### config.mk
export PLATFORM = sky130hd
export DESIGN_NAME = pong_match_ctrl
export DESIGN_NICKNAME = d
export VERILOG_FILES = /design/src/rtl/pong_pkg.sv /design/src/rtl/pong_tick_timer.sv /design/src/rtl/pong_match_ctrl.sv
export SDC_FILE = /design/constraint.sdc
export NUM_CORES = 1
export LEC_CHECK = 0
export ABC_AREA = 0
export BUFFER_PORTS_ARGS = -buffer_cell sky130_fd_sc_hd__clkbuf_2
export CELL_PAD_IN_SITES_DETAIL_PLACEMENT = 0
export CELL_PAD_IN_SITES_GLOBAL_PLACEMENT = 2
export CORE_AREA = 2 2 57 85
export DETAILED_ROUTE_END_ITERATION = 10
export DIE_AREA = 0 0 59 87
export PLACE_DENSITY = 0.79
export SETUP_SLACK_MARGIN = 0.05
export SLEW_MARGIN = 30
export SYNTH_ARGS = -nofsm -noshare
export SYNTH_HDL_FRONTEND = slang
export SYNTH_SLANG_ARGS = --single-unit
export TNS_END_PERCENT = 50
### constraint.sdc
create_clock -name clk_div -period 4.28 [get_ports clk_div]
set_clock_uncertainty 0.2 [all_clocks]
set_input_delay 0.856 -clock clk_div [delete_from_list [all_inputs] [get_ports clk_div]]
set_output_delay 0.856 -clock clk_div [all_outputs]
set_load 0.05 [all_outputs]
### src/rtl/pong_pkg.sv
// pong_pkg: shared state encoding, score fields, directions and screen geometry
package pong_pkg;
  typedef enum logic [1:0] {
    IDLE  = 2'b00,
    SERVE = 2'b01,
    PLAY  = 2'b10,
    OVER  = 2'b11
  } state_t;
  localparam int OPP_HI = 7;
  localparam int OPP_LO = 4;
  localparam int PLY_HI = 3;
  localparam int PLY_LO = 0;
  localparam logic DIR_RIGHT = 1'b1;
  localparam logic DIR_LEFT  = 1'b0;
  localparam int SCREEN_W = 640;
  localparam int SCREEN_H = 480;
  localparam int BALL_X0  = SCREEN_W / 2;
  localparam int BALL_Y0  = SCREEN_H / 2;
endpackage

### src/rtl/pong_tick_timer.sv
// pong_tick_timer: 8-bit loadable down-counter that parks at zero
module pong_tick_timer (
  input  logic       clk_div,
  input  logic       rst_n,
  input  logic       load,
  input  logic       en,
  input  logic [7:0] load_val,
  output logic       zero
);
  logic [7:0] cnt;
  // load wins over counting; the counter stops at zero rather than wrapping
  always_ff @(posedge clk_div)
    if (!rst_n) cnt <= 8'd0;
    else if (load) cnt <= load_val;
    else if (en && cnt != 8'd0) cnt <= cnt - 8'd1;
  assign zero = (cnt == 8'd0);
endmodule

### src/rtl/pong_match_ctrl.sv
// pong_match_ctrl: match FSM, score and serve pacing; PONG_MATCH_AUTO_RESTART_EN enables timed restart from OVER
module pong_match_ctrl
  import pong_pkg::*;
#(
  parameter int WIN_SCORE   = 7,
  parameter int SERVE_DELAY = 30,
  parameter int OVER_HOLD   = 120
) (
  input  logic       clk_div,
  input  logic       rst_n,
  input  logic       start_btn,
  input  logic       player_point,
  input  logic       opp_point,
  output logic [7:0] score,
  output logic       ball_enable,
  output logic       ball_recenter,
  output logic       serve_dir,
  output logic [1:0] state,
  output logic       game_over,
  output logic       winner
);
`ifdef PONG_MATCH_AUTO_RESTART_EN
  localparam logic AUTO = 1'b1;
`else
  localparam logic AUTO = 1'b0;
`endif
  state_t     st, nxt_st;
  logic       start_prev, start_rise, go_serve;
  logic [7:0] nxt_score;
  logic       nxt_dir, nxt_winner;
  logic [3:0] ply_inc, opp_inc;
  logic       t_load, t_en, t_zero;
  logic [7:0] t_val;
  pong_tick_timer u_timer (
    .clk_div (clk_div),
    .rst_n   (rst_n),
    .load    (t_load),
    .en      (t_en),
    .load_val(t_val),
    .zero    (t_zero)
  );
  // next-state, score and serve bookkeeping; go_serve marks every (re)entry to SERVE
  always_comb begin
    start_rise = start_btn & ~start_prev;
    ply_inc    = score[PLY_HI:PLY_LO] + 4'd1;
    opp_inc    = score[OPP_HI:OPP_LO] + 4'd1;
    nxt_st     = st;
    nxt_score  = score;
    nxt_dir    = serve_dir;
    nxt_winner = winner;
    go_serve   = 1'b0;
    case (st)
      IDLE: if (start_rise) begin
        go_serve  = 1'b1;
        nxt_score = 8'h00;
      end
      SERVE: if (t_zero) nxt_st = PLAY;
      PLAY: if (player_point && opp_point) go_serve = 1'b1;
      else if (player_point) begin
        nxt_score[PLY_HI:PLY_LO] = ply_inc;
        nxt_dir = DIR_LEFT;
        if (ply_inc == 4'(WIN_SCORE)) begin
          nxt_st     = OVER;
          nxt_winner = 1'b0;
        end else go_serve = 1'b1;
      end else if (opp_point) begin
        nxt_score[OPP_HI:OPP_LO] = opp_inc;
        nxt_dir = DIR_RIGHT;
        if (opp_inc == 4'(WIN_SCORE)) begin
          nxt_st     = OVER;
          nxt_winner = 1'b1;
        end else go_serve = 1'b1;
      end
      OVER: if (start_rise || (AUTO && t_zero)) begin
        go_serve  = 1'b1;
        nxt_score = 8'h00;
      end
      default: nxt_st = IDLE;
    endcase
    if (go_serve) nxt_st = SERVE;
    t_load = go_serve || (AUTO && nxt_st == OVER && st != OVER);
    t_val  = go_serve ? 8'(SERVE_DELAY - 1) : 8'(OVER_HOLD - 1);
    t_en   = (st == SERVE) || (AUTO && st == OVER);
  end
  // state and all outputs register together so they always agree
  always_ff @(posedge clk_div)
    if (!rst_n) begin
      st            <= IDLE;
      score         <= 8'h00;
      ball_enable   <= 1'b0;
      ball_recenter <= 1'b0;
      serve_dir     <= DIR_RIGHT;
      game_over     <= 1'b0;
      winner        <= 1'b0;
      start_prev    <= 1'b1;
    end else begin
      st            <= nxt_st;
      score         <= nxt_score;
      ball_enable   <= (nxt_st == PLAY);
      ball_recenter <= go_serve;
      serve_dir     <= nxt_dir;
      game_over     <= (nxt_st == OVER);
      winner        <= nxt_winner;
      start_prev    <= start_btn;
    end
  assign state = st;
endmodule

==> flow_summary.toml <==
[sta]
worst_pin_slew_ps = 624
hold_ws_ps = 290
slew_viol_final = 0
setup_viol = 0
clock.fmax_ghz = 0.409
finalSetupTns_ps = 0
rsz0062_at_grt = "no"
relSlewSlack = 0.584
fin_crit_ps = 2440
hold_violations = 0
finalCritPeriodShare = 0.571

[grt]
grt_pass1_vias = 1060
use_met2 = 0.241
grt_pass1_wl_um = 5040
grt_antenna_before_repair = 0
grt_max_degree = 14
grtUsageMet1 = 0.141
overflow = 0
busiest_layer = "met2"
grt_use_met3 = 0.0178
grt.total_usage = 0.129

[power]
p_int_uw = 320
powerDensity_nw_per_um2 = 300
comb_power_share = 0.155
switchingPower_uw = 119
vdd_ir_drop_max_mv = 0.121
p_sw_frac = 0.272
clock_power_share = 0.298
power_leakage_nw = 0.596
p_seq_frac = 0.547
power.total_uw = 440

[cts]
numCtsBuffers = 3
cts.repair.resized = 0
clk_latency_ps = 260
cts_root_buffer = "clkbuf_8"
post-cts-setup-buffers = 0
cts.path.max_buffers = 2
clk_pin_slew_ps = 80
postCtsHoldBufs = 0
h-tree-depth = 1
cts_tree = "done"
cts.sinks = 24

[setup_path]
crit_required_ps = 4230
slowest_stage = "o221ai_1"
worstPathArrival_ps = 2390
path_cells = "inv_1, ha_1, inv_1, o221ai_1, nor2_1, mux2i_1, nor2_1"
start_kind = "register"
cp_top_family = "compound AO/OA/AOI/OAI gates"
path_max_fanout = 13
cp_slowest_stage_delay_ps = 560
end_kind = "register"
path_buf_inv = 2
critPathKind = "register to register"

[yosys]
postSynthAreaPerCell_sq_um = 8.57
synth_top_cell_by_area = "dfxtp_1"
syn_nets = 163
synth.ff_latch_count = 24
ys_seq_area_frac = 0.376
synth_edf_count = 0
netlist.area_leader.share = 0.376
netlist_area_sq_um = 1280
ys_top_cells_by_area = "dfxtp_1 (38%), ha_1 (8.8%), a21oi_1 (6.3%)"
yosysWarnings = 0
netlist_instances = 149
synth_cell_type_count = 39
synth-async-reset-ratio = 0
synth_ff_type = "dfxtp_1"

[drt]
totalWireLength_um = 2970
drc_errors = 0
drtIter0Drc = 18
viasPerCell = 5.12
first_pass_iters = 4
wl_per_cell_um = 13.7
ant_nets = 0
vias = 1110

[floorplan]
core-area_sq_um = 4430
die_y_um = 87
start_util = 0.288
die_x_um = 59
die_area_sq_um = 5130
num_rows = 30
ioPinCount = 20

[placement]
dp_hpwl_um = 2370
io_buffer_count = 19
gp_congestion = 0.754
placedCellCount = 214

[final_layout]
layoutNonFillerInstCount = 217
drive_gt1_frac = 0.166
nNetsFinal = 185
final_util = 0.331
antenna_cells = 0
area_delta_synth_final_pct = 14.8

[run]
cap_viol_max_count = 0

[hold_path]
hp-class = "register to register"

[outcome]
status = "finished, final reports clean"
-- through the flow --
stage	setup WS, ps	instance area [sq um]
after global routing	1580	1470
after global placement	1790	1420
after CTS	1800	1470
after floorplan	2030	1280
final	1840	1470
after detailed placement	1770	1420
-- cells by family (layout without fill, tap and decap cells) --
| family | Yosys count | count (layout) | synth area share |
|---|---|---|---|
| simple gates | 58 | 58 | 0.251 |
| compound gates | 38 | 38 | 0.193 |
| flops | 24 | 24 | 0.376 |
| buf+inv | 12 | 32 | 0.0353 |
| fa+ha+maj | 9 | 9 | 0.0882 |
| xor+xnor | 7 | 7 | 0.0480 |
| mux | 1 | 1 | 0.00784 |
-- worst reg2reg max path: cells and delay by family (launching register included) --
family | cells | cell delay (ps)
AOI/OAI and AO/OA | 1 | 560
adders and majority gates | 1 | 550
buffers and inverters | 2 | 280
DFF | 1 | 420
muxes | 1 | 160
and+or+nand+nor | 2 | 170
-- power by group through the flow --
stage / sequential [mW] / clock [mW] / combinational [mW]
global placement: 0.246 / 0 / 0.0681
finish: 0.241 / 0.131 / 0.0681
CTS: 0.241 / 0.141 / 0.0689
floorplan: 0.249 / 0 / 0.0476
detailed placement: 0.246 / 0 / 0.0685
global route: 0.242 / 0.147 / 0.0769
-- state kept, by name, indices dropped and copies added (netlist names) --
register       count
ball_enable        1
score              8
ball_recenter      1
state              2
winner             1
start_prev         1
game_over          1
u_timer.cnt        8
serve_dir          1
-- per-layer routing --
metal | vias up | share of wire
met2 | 16 | 0.57
met4 | 0 | 0.016
met1 | 516 | 0.40
li1 | 573 | -
met3 | 5 | 0.018
met5 | - | 0
-- path summary, 6_finish.rpt --
check | from | to | slack [ps] | depth (start not counted)
hold reg to reg | serve_dir | serve_dir | 290 | 2
hold / removal | serve_dir | serve_dir | 290 | 2
setup reg to reg | state[0] | score[4] | 1840 | 7
setup / recovery | state[0] | score[4] | 1840 | 7
-- final cells by class --
type	instances	area, sq um
fillers	494	2960
inverters	10	37.5
flip-flops and latches	24	480
clock buffers	3	41.3
multi-input cells	113	751
well taps	48	60.1
repair buffers	19	95.1
-- layout by cell type, fill, tap and decap left out, types with 3 or more instances in the layout --
cell and count:
nand3_1 5, clkbuf_8 3, nor2b_1 3, clkbuf_2 19
o21ai_0 6, ha_1 9, nor2_1 16, nand2b_1 5
inv_1 10, dfxtp_1 24, nor3_1 5, a21oi_1 16
xor2_1 5, nand2_1 9
-- synthesized netlist by cell type, types with 3 or more instances --
| master | instances |
|---|---|
| a21oi_1 | 16 |
| nor2b_1 | 3 |
| o21ai_0 | 6 |
| nand3_1 | 5 |
| nor3_1 | 5 |
| nor2_1 | 16 |
| xor2_1 | 5 |
| ha_1 | 9 |
| nand2b_1 | 5 |
| dfxtp_1 | 24 |
| nand2_1 | 9 |
| inv_1 | 10 |
(Power assumes the default switching activity.)
